**src/rtl/fractcam_update_pkg.sv**
```systemverilog
// fractcam_update_pkg: shared FSM encoding, default sizes and chunk slice helper for the TCAM update logic
package fractcam_update_pkg;
  localparam logic [1:0] ST_IDLE  = 2'd0;
  localparam logic [1:0] ST_SWEEP = 2'd1;
  localparam logic [1:0] ST_FIN   = 2'd2;
  localparam int DEF_ADDR_W = 5;
  localparam int DEF_NUM_CH = 4;
  localparam int MAX_BUS    = 256;
  function automatic logic [31:0] chunk_slice(input logic [MAX_BUS-1:0] bus, input int idx, input int w);
    return 32'(bus >> (idx * w));
  endfunction
endpackage

```
**src/rtl/ternary_chunk_cmp.sv**
```systemverilog
// ternary_chunk_cmp: one chunk matches the address when every non-masked bit agrees
//   i_value [ADDR_W]  chunk value
//   i_mask  [ADDR_W]  1 = don't-care bit
//   i_addr  [ADDR_W]  address under test
//   o_match           1 iff value and address agree on all cared-for bits
module ternary_chunk_cmp #(
  parameter int ADDR_W = 5
) (
  input  logic [ADDR_W-1:0] i_value,
  input  logic [ADDR_W-1:0] i_mask,
  input  logic [ADDR_W-1:0] i_addr,
  output logic              o_match
);
  assign o_match = ((i_value ^ i_addr) & ~i_mask) == '0;
endmodule

```
**src/rtl/update_sweep_ctrl.sv**
```systemverilog
// update_sweep_ctrl: sweeps every LUTRAM address and writes one ternary-match bit per rule chunk
//   clk, rst (sync, active-high)
//   start_valid/start_ready  start handshake; start_erase, rule_value, rule_mask sampled at accept
//   wr_en, wr_addr, wr_data  LUTRAM write port (one column per chunk)
//   busy                     sweep in progress incl. drain; done one-cycle pulse after final write
//   Macro UPDATE_SWEEP_PIPE_EN adds one output register stage on the write port and done.
module update_sweep_ctrl import fractcam_update_pkg::*; #(
  parameter int ADDR_W = DEF_ADDR_W,
  parameter int NUM_CH = DEF_NUM_CH
) (
  input  logic                     clk,
  input  logic                     rst,
  input  logic                     start_valid,
  output logic                     start_ready,
  input  logic                     start_erase,
  input  logic [NUM_CH*ADDR_W-1:0] rule_value,
  input  logic [NUM_CH*ADDR_W-1:0] rule_mask,
  output logic                     wr_en,
  output logic [ADDR_W-1:0]        wr_addr,
  output logic [NUM_CH-1:0]        wr_data,
  output logic                     busy,
  output logic                     done
);
  localparam logic [ADDR_W-1:0] LAST = '1;
  logic [1:0] r_state, w_state_nx;
  logic [ADDR_W-1:0] r_count, w_count_nx, r_wr_addr;
  logic [NUM_CH*ADDR_W-1:0] r_value, r_mask, w_value, w_mask;
  logic [NUM_CH-1:0] w_match, r_wr_data;
  logic r_erase, w_erase, w_accept, w_ready;
  assign w_accept   = start_valid & w_ready;
  assign w_state_nx = w_accept ? ST_SWEEP :
                      r_state == ST_SWEEP ? (r_count == LAST ? ST_FIN : ST_SWEEP) : ST_IDLE;
  assign w_count_nx = r_state == ST_SWEEP ? r_count + 1'b1 : '0;
  assign w_value    = w_accept ? rule_value : r_value;
  assign w_mask     = w_accept ? rule_mask : r_mask;
  assign w_erase    = w_accept ? start_erase : r_erase;
  // Compare against the next address and next rule so the write port is a plain register
  // that updates together with the FSM and holds while idle.
  for (genvar i = 0; i < NUM_CH; i++) begin : g_cmp
    ternary_chunk_cmp #(.ADDR_W(ADDR_W)) u_cmp (
      .i_value(ADDR_W'(chunk_slice(MAX_BUS'(w_value), i, ADDR_W))),
      .i_mask (ADDR_W'(chunk_slice(MAX_BUS'(w_mask), i, ADDR_W))),
      .i_addr (w_count_nx),
      .o_match(w_match[i])
    );
  end
  always_ff @(posedge clk) begin
    if (rst) begin
      r_state   <= ST_IDLE;
      r_count   <= '0;
      r_value   <= '0;
      r_mask    <= '0;
      r_erase   <= 1'b0;
      r_wr_addr <= '0;
      r_wr_data <= '0;
    end else begin
      r_state <= w_state_nx;
      r_count <= w_count_nx;
      if (w_accept) begin
        r_value <= rule_value;
        r_mask  <= rule_mask;
        r_erase <= start_erase;
      end
      if (w_state_nx == ST_SWEEP) begin
        r_wr_addr <= w_count_nx;
        r_wr_data <= w_match & ~{NUM_CH{w_erase}};
      end
    end
  end
`ifdef UPDATE_SWEEP_PIPE_EN
  logic r_p_en, r_p_done;
  logic [ADDR_W-1:0] r_p_addr;
  logic [NUM_CH-1:0] r_p_data;
  always_ff @(posedge clk) begin
    if (rst) begin
      r_p_en   <= 1'b0;
      r_p_done <= 1'b0;
      r_p_addr <= '0;
      r_p_data <= '0;
    end else begin
      r_p_en   <= r_state == ST_SWEEP;
      r_p_done <= r_state == ST_FIN;
      r_p_addr <= r_wr_addr;
      r_p_data <= r_wr_data;
    end
  end
  // Hold off a new start while the last write is still in the stage, so ready rises with done.
  assign w_ready = (r_state != ST_SWEEP) & ~r_p_en;
  assign wr_en   = r_p_en;
  assign wr_addr = r_p_addr;
  assign wr_data = r_p_data;
  assign done    = r_p_done;
`else
  assign w_ready = r_state != ST_SWEEP;
  assign wr_en   = r_state == ST_SWEEP;
  assign wr_addr = r_wr_addr;
  assign wr_data = r_wr_data;
  assign done    = r_state == ST_FIN;
`endif
  assign start_ready = w_ready;
  assign busy        = ~w_ready;
endmodule

```
**config.mk**
```make
export PLATFORM = sky130hd
export DESIGN_NAME = update_sweep_ctrl
export DESIGN_NICKNAME = d
export VERILOG_FILES = /design/src/rtl/fractcam_update_pkg.sv /design/src/rtl/ternary_chunk_cmp.sv /design/src/rtl/update_sweep_ctrl.sv
export SDC_FILE = /design/constraint.sdc
export NUM_CORES = 1
export LEC_CHECK = 0
export ABC_CLOCK_PERIOD_IN_PS = 2100
export CAP_MARGIN = 40
export CORE_AREA = 3 3 81 83
export CTS_CLUSTER_DIAMETER = 40
export DETAILED_ROUTE_END_ITERATION = 8
export DIE_AREA = 0 0 84 86
export HOLD_SLACK_MARGIN = 0.12
export PLACE_DENSITY = 0.78
export REMOVE_ABC_BUFFERS = 1
export SLEW_MARGIN = 30
export SYNTH_ARGS = -nofsm -noshare
export SYNTH_HDL_FRONTEND = slang
export SYNTH_SLANG_ARGS = --single-unit
```
**constraint.sdc**
```tcl
create_clock -name clk -period 2.1 [get_ports clk]
set_input_delay 0.21 -clock clk [delete_from_list [all_inputs] [get_ports clk]]
set_output_delay 0.21 -clock clk [all_outputs]
set_load 0.005 [all_outputs]
```
==> qor.yml, run 1 <==
status: "complete, no violations"
grt_pass1_vias: 2456
synth_top_area_share_pct: 43.2
synth.yosys.seq_area_share_pct: 43.2
maxSlewHeadroom_pct: 73.0
min_delay_path_depth: 2
nets: 458
ir_drop_mv: 0.392
holdBufCountCts: 0
clk_latency_ps: 330
overflow: 0
ys_top_cells_by_area: "dfxtp_1, nand2_1, a21oi_1"
crit_path_max_fanout: 5
cts_buffer_depth: 2
place_congestion: 0.875
antenna_found_initial: 0
cts.clk_slew.worst_paths_ps: 60
vias_per_cell: 5.27
setup_viol: 0
skew_ps: 5.95
numCtsBuffers: 9
dieWidth_um: 84
cts_max_level: 3
synth_cell_types: 44
final_max_slew_viol_count: 0
max_stage_delay_ps: 310
dp_cells: 475
tightest_slew_ps: 397
synth_edf_count: 0
cts_tree: "yes"
critPathArrivalTime_ps: 2200
vias: 2595
numPortBuffers: 56
synth.avg_cell_area_um2: 7.66
syn_area_um2: 2640
hold_class: "in -> reg"
finalWirelength_um: 6900
ctsRootBufferMaster: "clkbuf_8"
whs_endpoint: "r_count[3]"
drt_pre_antenna_iters: 4
hp-start: "rst"
drive_gt1_share_pct: 9.59
yosys.area.top_type: "dfxtp_1"
place_hpwl_um: 5170
synth_ff_type: "dfxtp_1"
cp_cell_sequence: "ha_1 > and3_1 > ha_4 > nand3b_1 > buf_4 > nor3_1 > nor3_1 > and4_1 > a32o_1"
r2r-start: "r_count[0]"
core_um2: 5920
synth-seq-cells: 57
drv_cap: 0
slowest_stage: "dfxtp_1"
track_usage_pct: 20.0
utilization_pct: 60.7
n_antenna_cell: 0
crit_type: "reg -> reg"
wl_per_cell_um: 14.0
fillCellCount: 522
drt.antenna.violating_nets: 0
synthCells: 345
grt_pass1_wl_um: 11600
rrSetupSlack_ps: 120
clock.fmax_mhz: 506
layout_worst_path_cycle_share_pct: 94.2
crit_top_cell: "nor3_1"
drt_iter0_markers: 164
power.total_mw: 2.65
r2r_cells: 9
reg2reg_to: "wr_data[0]"
fin_cells: 492
yosysWarningCount: 0
power_density_nw_per_um2: 737
min_period_ps: 1980
startpoint_type: "register"
end_kind: "register"
die_y_um: 86
num_rows: 28
p_leak_nw: 1.42
drc_errors: 0
syn2layout_area_growth_pct: 36.1
regArea_um2: 1140
grt_max_degree: 37
async_reset_ff_share_pct: 0
clkSinkCount: 57
start_util_pct: 44.6
yosys.cell_count.top_type: "nand2_1"
io_pins: 57
dieArea_um2: 7220
netlist_top_cells_count: "nand2_1, dfxtp_1, a21oi_1, inv_1, nor2_1"
required_ps: 2320
hold_viol: 0
multiInputGateArea_um2: 1330
-- worst max-delay path, delay by kind of cell (launching register included) --
kind | cells | cell delay [ps]
fa+ha+maj | 2 | 480
simple gates | 5 | 680
flops | 1 | 310
buf+inv | 1 | 180
compound gates | 1 | 230
-- metal layers --
layer / part of all wire [%] / GRT usage [%]
met4: 1.9 / 8.48
met5: 0 / 0
met2: 47 / 31.5
met3: 6.7 / 4.80
met1: 45 / 26.4
-- registers in the layout (all words and copies together) (netlist names) --
name and cells:
r_mask 20, r_value 20, r_count 5, wr_addr 5, wr_data 4, r_state 2, r_erase 1
-- cells by family after synthesis --
family / Yosys count / share of synthesized area, %
XOR/XNOR: 7 / 2.32
adder cells (fa/ha/maj): 2 / 0.947
flip-flops: 57 / 43.2
AND/OR/NAND/NOR: 146 / 25.9
multiplexers: 5 / 2.46
buffers and inverters: 46 / 7.01
AO/OA/AOI/OAI: 82 / 18.1
-- where the power goes --
group	switching [mW]	internal (mW)
clock	0.407	0.644
combinational	0.201	0.213
sequential	0.0420	1.14
-- worst max path at each step --
stage,startpoint,end,slack (ps),cells past startpoint
after floorplan,r_state[1],wr_data[0],-510,5
after global placement,r_count[0],wr_data[3],140,8
after detailed placement,r_count[0],wr_data[3],60,8
after CTS,r_count[0],wr_data[3],30,8
after global routing,r_count[0],wr_data[1],-1,8
final,r_count[0],wr_data[0],120,9
-- cell type report --
| cell class | count | area share (%) |
|---|---|---|
| multi-input combinational | 242 | 37.1 |
| sequential | 57 | 31.7 |
| timing repair buffer | 77 | 20.2 |
| clock buffer | 14 | 4.80 |
| inverter | 25 | 2.61 |
| tap | 75 | 2.61 |
| clock inverter | 2 | 0.974 |
-- what timing repair did --
action,CTS,global route
setup buffers,0,1
endpoints found under the setup margin,0,4
gates resized for setup,0,5
-- cells in the final DEF, fill, tap and decap left out, drive strengths merged, types with 3 or more instances in the layout --
cell type       n
xnor2           5
a2111oi         4
inv            25
nand4b          4
a21oi          49
and2            4
buf            22
clkdlybuf4s50  55
clkbuf         14
nor2           15
or3             4
mux2i           3
a22oi           3
nor2b           3
nand3b          4
nor3           12
and3            3
o22ai           8
o21ai           7
nand2          82
dfxtp          57
nor4            4
-- metrics by stage --
step	hold WS (ps)	area, um2	worst slack (ps)	setup TNS (ps)
floorplan	279	2550	-507	-6260
global placement	440	3360	138	0
detailed placement	447	3360	64.0	0
CTS	252	3570	25.1	0
global route	262	3600	-1.38	-1.38
finish	261	3600	122	0
No activity file was read; power rests on OpenSTA's default activity.
==> inputs of run 2 (changes only) <==
- ABC_AREA: default -> 1
- CORE_AREA: 3 3 81 83 -> 3 3 84 86
- DIE_AREA: 0 0 84 86 -> 0 0 87 89
- PLACE_DENSITY: 0.78 -> 0.76
==> run 2 against run 1 <==
Compared with the run above:
- synthesized cell count grew 21%
- highest routed layer unchanged
- via count grew 4.0%
- cell count rose by 13%
- sequential share of layout area shrank 0.11 points
- first-iteration DRC count shrank 32%
- hold slack improved by 1.9 ps
- count of clock-buffer cells in the layout fell by 2
- cell area grew 0.35%
- clock power increased by 4%
- clock skew about the same
- power increased by 6.3%
- routed wire length rose by 0.22%
==> qor.yml, run 2 <==
status: "complete, no violations"
hold_slack_ps: 263
synth_ff_type: "dfxtp_1"
synth.yosys.seq_area_share_pct: 40.6
r2r-start: "r_state[1]"
grt_max_degree: 35
start_util_pct: 44.3
layout_setup_ws_ps: 131
drt.antenna.violating_nets: 0
min_period_ps: 1970
vias: 2698
numPortBuffers: 56
antenna_found_initial: 0
place_ws_ps: 219
p_leak_nw: 1.72
core_um2: 6350
crit_path_max_fanout: 11
yosys.cell_count.top_type: "nand2_1"
grt_pass1_vias: 2746
dp_cells: 539
rrSetupSlack_ps: 260
startpoint_type: "register"
synth_top_area_share_pct: 40.6
required_ps: 1890
critPathArrivalTime_ps: 1760
min_delay_path_depth: 2
drt_iter0_markers: 112
rsz0062_at_grt: "false"
fin_cells: 555
final_cell_mix: "nand2_1, inv_1, nor2_1, dfxtp_1, nand3_1"
crit_path_start: "r_state[1]"
yosys.area.top_type: "dfxtp_1"
max_stage_delay_ps: 520
die_y_um: 89
crit_buf_inv: 3
dieWidth_um: 87
synth_cell_types: 25
clk_latency_ps: 340
synthCells: 418
power_density_nw_per_um2: 780
synth-seq-cells: 57
overflow: 0
cts_max_level: 3
critPathCapture: "start_ready"
hold_class: "in -> reg"
r2r_cells: 10
skew_ps: 6.08
layout_worst_path_cycle_share_pct: 93.8
io_pins: 57
wl_per_cell_um: 12.5
netlist_top_cells_count: "nand2_1, inv_1, nor2_1, dfxtp_1, nand3_1"
ctsRootBufferMaster: "clkbuf_8"
drc_errors: 0
cts_buffer_depth: 2
cp_cell_sequence: "inv_2 > nand2_2 > buf_4 > clkdlybuf4s50_1"
drt_pre_antenna_iters: 4
ir_drop_mv: 0.347
grt_pass1_wl_um: 12000
layout_commonest_cell: "nand2_1"
finalWirelength_um: 6920
cp.depth: 4
crit_type: "reg -> out"
yosysWarningCount: 0
tightest_slew_ps: 385
place_congestion: 0.828
async_reset_ff_share_pct: 0
n_antenna_cell: 0
place_hpwl_um: 4930
setup_viol: 0
vias_per_cell: 4.86
maxSlewHeadroom_pct: 74.3
cts.clk_slew.worst_paths_ps: 70
hold_viol: 0
track_usage_pct: 19.8
ys_top_cells_by_area: "dfxtp_1, nand2_1, nand3_1"
num_rows: 29
end_kind: "output pin"
syn_area_um2: 2810
drive_gt1_share_pct: 8.37
drv_cap: 0
post_cts_buffers: 0
clkSinkCount: 57
numCtsBuffers: 9
syn2layout_area_growth_pct: 28.3
synth_edf_count: 0
reg2reg_to: "wr_data[3]"
clock.fmax_mhz: 508
holdBufCountCts: 0
cp_top_family: "buffers and inverters"
dieArea_um2: 7740
finalSetupTns_ps: 0
synth.avg_cell_area_um2: 6.73
top_regs: "r_mask (20), r_value (20)"
nets: 519
final_max_slew_viol_count: 0
slowest_stage: "clkdlybuf4s50_1"
cts_tree: "yes"
-- run 2: cell types whose count changed in the layout (fill, tap and decap cells not counted), sizes merged, moves of 11 or more --
cell / before / now
nand3: 2 / 57
nor2: 15 / 60
inv: 25 / 62
a21oi: 49 / 16
nand2: 82 / 110
o21ai: 7 / 22
buf: 22 / 10
nor3: 12 / 1
-- run 2: how the worst min path moves through the flow --
stage	slack [ps]	end	startpoint
global route	280	r_count[3]	rst
floorplan	270	wr_data[0]	rst
global placement	460	r_value[7]	r_value[7]
CTS	250	r_mask[12]	rst
finish	260	r_mask[12]	rst
detailed placement	470	r_value[19]	r_value[19]
-- run 2: worst reg2reg max path: stages, from the launching register on --
cell and delay (ps):
dfxtp_1 390, inv_2 60, nand2_2 210, nand2_2 200
buf_12 220, o21ai_0 230, nand2_1 90, nor2_1 140
nor2_1 80, nand2_1 80, a21oi_2 50
-- run 2: layer usage --
layer  vias to the layer above  track usage, %  share of wire (%)  wire, um
li1                       1405               -                  -         -
met1                      1203            24.2                 45      3140
met2                        77            31.9                 46      3170
met3                        13            4.98                6.3       436
met4                         0            11.2                2.5       176
met5                         -               0                  0         0
-- run 2: power by group --
part | internal (mW) | switching [mW] | total, mW
combinational | 0.244 | 0.294 | 0.538
sequential | 1.16 | 0.0275 | 1.18
clock | 0.642 | 0.451 | 1.09
-- run 2: logic make-up after synthesis --
logic type / after synthesis / share of synthesized area [%]
adders and majority gates: 2 / 0.890
DFF: 57 / 40.6
and+or+nand+nor: 235 / 36.2
AOI/OAI and AO/OA: 41 / 8.28
buffers and inverters: 83 / 14.1
-- run 2: through the flow --
step	cell area (um2)	utilization [%]	total power [mW]
floorplan	2650	-	1.50
global placement	3390	53.4	1.73
detailed placement	3390	53.4	1.74
CTS	3610	56.8	2.84
global route	3610	56.8	2.97
finish	3610	56.8	2.82
-- run 2: timing repair --
action	4_1_cts	5_1_grt
resized for setup	0	1
endpoints found under the setup margin	0	1
endpoints found under the hold margin	0	0
-- run 2: area by class of cell --
cell class                 count  area [um2]
sequential                    57        1140
inverter                      62         233
tap                           77        96.3
multi-input combinational    278        1270
clock inverter                 4        50.0
timing repair buffer          65         648
fill                         604        2740
clock buffer                  12         165
==> inputs of run 3 (changes only) <==
- HOLD_SLACK_MARGIN: 0.12 -> default
- REMOVE_ABC_BUFFERS: 1 -> default
==> run 3 against run 2 <==
Compared with the run above:
- routed wire length increased by 2.0%
- largest cell class unchanged
- sequential cell count unchanged
- via count decreased by 1.6%
- highest routed layer unchanged
- critical path depth increased by 8
- clock power decreased by 19%
- sequential share of layout area increased by 0.38 points
==> qor.yml, run 3 (synthesis gave the netlist of run 2 again) <==
status: "complete, no violations"
setup_viol: 0
finalSetupTns_ps: 0
ctsRootBufferMaster: "clkbuf_8"
required_ps: 2370
start_util_pct: 44.3
n_antenna_cell: 0
die_y_um: 89
top_regs: "r_mask (20), r_value (20)"
numCtsBuffers: 9
dp_cells: 542
holdBufCountCts: 0
rsz0062_at_grt: "false"
grt_pass1_vias: 2502
cts.clk_slew.worst_paths_ps: 60
layout_commonest_cell: "nand2_1"
wl_per_cell_um: 12.7
tightest_slew_ps: 429
p_leak_nw: 1.71
power_density_nw_per_um2: 732
track_usage_pct: 19.6
maxSlewHeadroom_pct: 71.3
finalWirelength_um: 7060
layout_worst_path_cycle_share_pct: 86.7
crit_type: "reg -> reg"
vias_per_cell: 4.78
num_rows: 29
critPathArrivalTime_ps: 2090
antenna_found_initial: 0
hold_viol: 0
clock.fmax_mhz: 550
post_cts_buffers: 0
final_max_slew_viol_count: 0
cts_tree: "yes"
cts_max_level: 3
drt.antenna.violating_nets: 0
min_period_ps: 1820
dieArea_um2: 7740
overflow: 0
cts_buffer_depth: 2
syn2layout_area_growth_pct: 26.8
vias: 2656
clkSinkCount: 57
grt_pass1_wl_um: 11600
ir_drop_mv: 0.424
grt_max_degree: 46
startpoint_type: "register"
skew_ps: 3.74
final_cell_mix: "nand2_1, inv_1, nor2_1, dfxtp_1, nand3_1"
crit_path_max_fanout: 5
min_delay_path_depth: 2
core_um2: 6350
r2r_cells: 12
numPortBuffers: 56
fin_cells: 556
drc_errors: 0
drive_gt1_share_pct: 7.72
end_kind: "register"
dieWidth_um: 87
drv_cap: 0
postCtsResizedCells: 0
place_hpwl_um: 5190
hold_class: "in -> reg"
nets: 522
clk_latency_ps: 340
syn_nets: 464
drt_iter0_markers: 253
io_pins: 57
place_congestion: 0.914
drt_pre_antenna_iters: 4
==> run 3: area by class of cell <==
class | instances | area (um2)
Multi-Input combinational cell | 278 | 1270
Clock buffer | 14 | 163
Inverter | 62 | 233
Tap cell | 77 | 96.3
Fill cell | 604 | 2780
Timing Repair Buffer | 68 | 658
Sequential cell | 57 | 1140
==> run 3: layer usage <==
layer | share of wire (%) | vias to the layer above | track usage (%) | wire length (um)
met5 | 0 | - | 0 | 0
met1 | 46 | 1164 | 25.3 | 3230
met3 | 6.8 | 6 | 5.71 | 483
li1 | - | 1412 | - | -
met2 | 46 | 74 | 31.4 | 3250
met4 | 1.4 | 0 | 6.94 | 101
==> run 3: where the power goes <==
part | internal (mW) | leakage (nW) | switching [mW]
clock network | 0.481 | 0.0826 | 0.403
logic | 0.244 | 1.16 | 0.296
registers | 1.16 | 0.469 | 0.0276
==> run 3: worst paths after layout <==
check              from           to  slack (ps)
min                 rst  r_value[18]         270
max reg2reg  r_count[0]   wr_data[1]         280
min reg2reg  wr_addr[0]   wr_addr[0]         480
max          r_count[0]   wr_data[1]         280
==> run 3: worst max-delay path, cell delays in order, from the launching register on <==
cell     delay, ps
dfxtp_1        340
ha_1           220
nand2_1         90
nor2_1          50
ha_1           260
nand2_1        120
inv_1          160
nand2_1         70
nand3_1         80
nand2_1         60
nor2_1         130
nand2_1         80
a21oi_2        110
==> run 3: per-stage QoR <==
stage               hold WS (ps)  utilization [%]  instance area, um2  worst slack [ps]  total power [mW]
floorplan                    374                -                2810               497              1.56
global placement             466             53.6                3400               292              1.73
detailed placement           466             53.6                3400               259              1.74
CTS                          256             56.2                3570               261              2.63
global route                 274             56.2                3570              83.3              2.77
finish                       271             56.2                3570               280              2.61
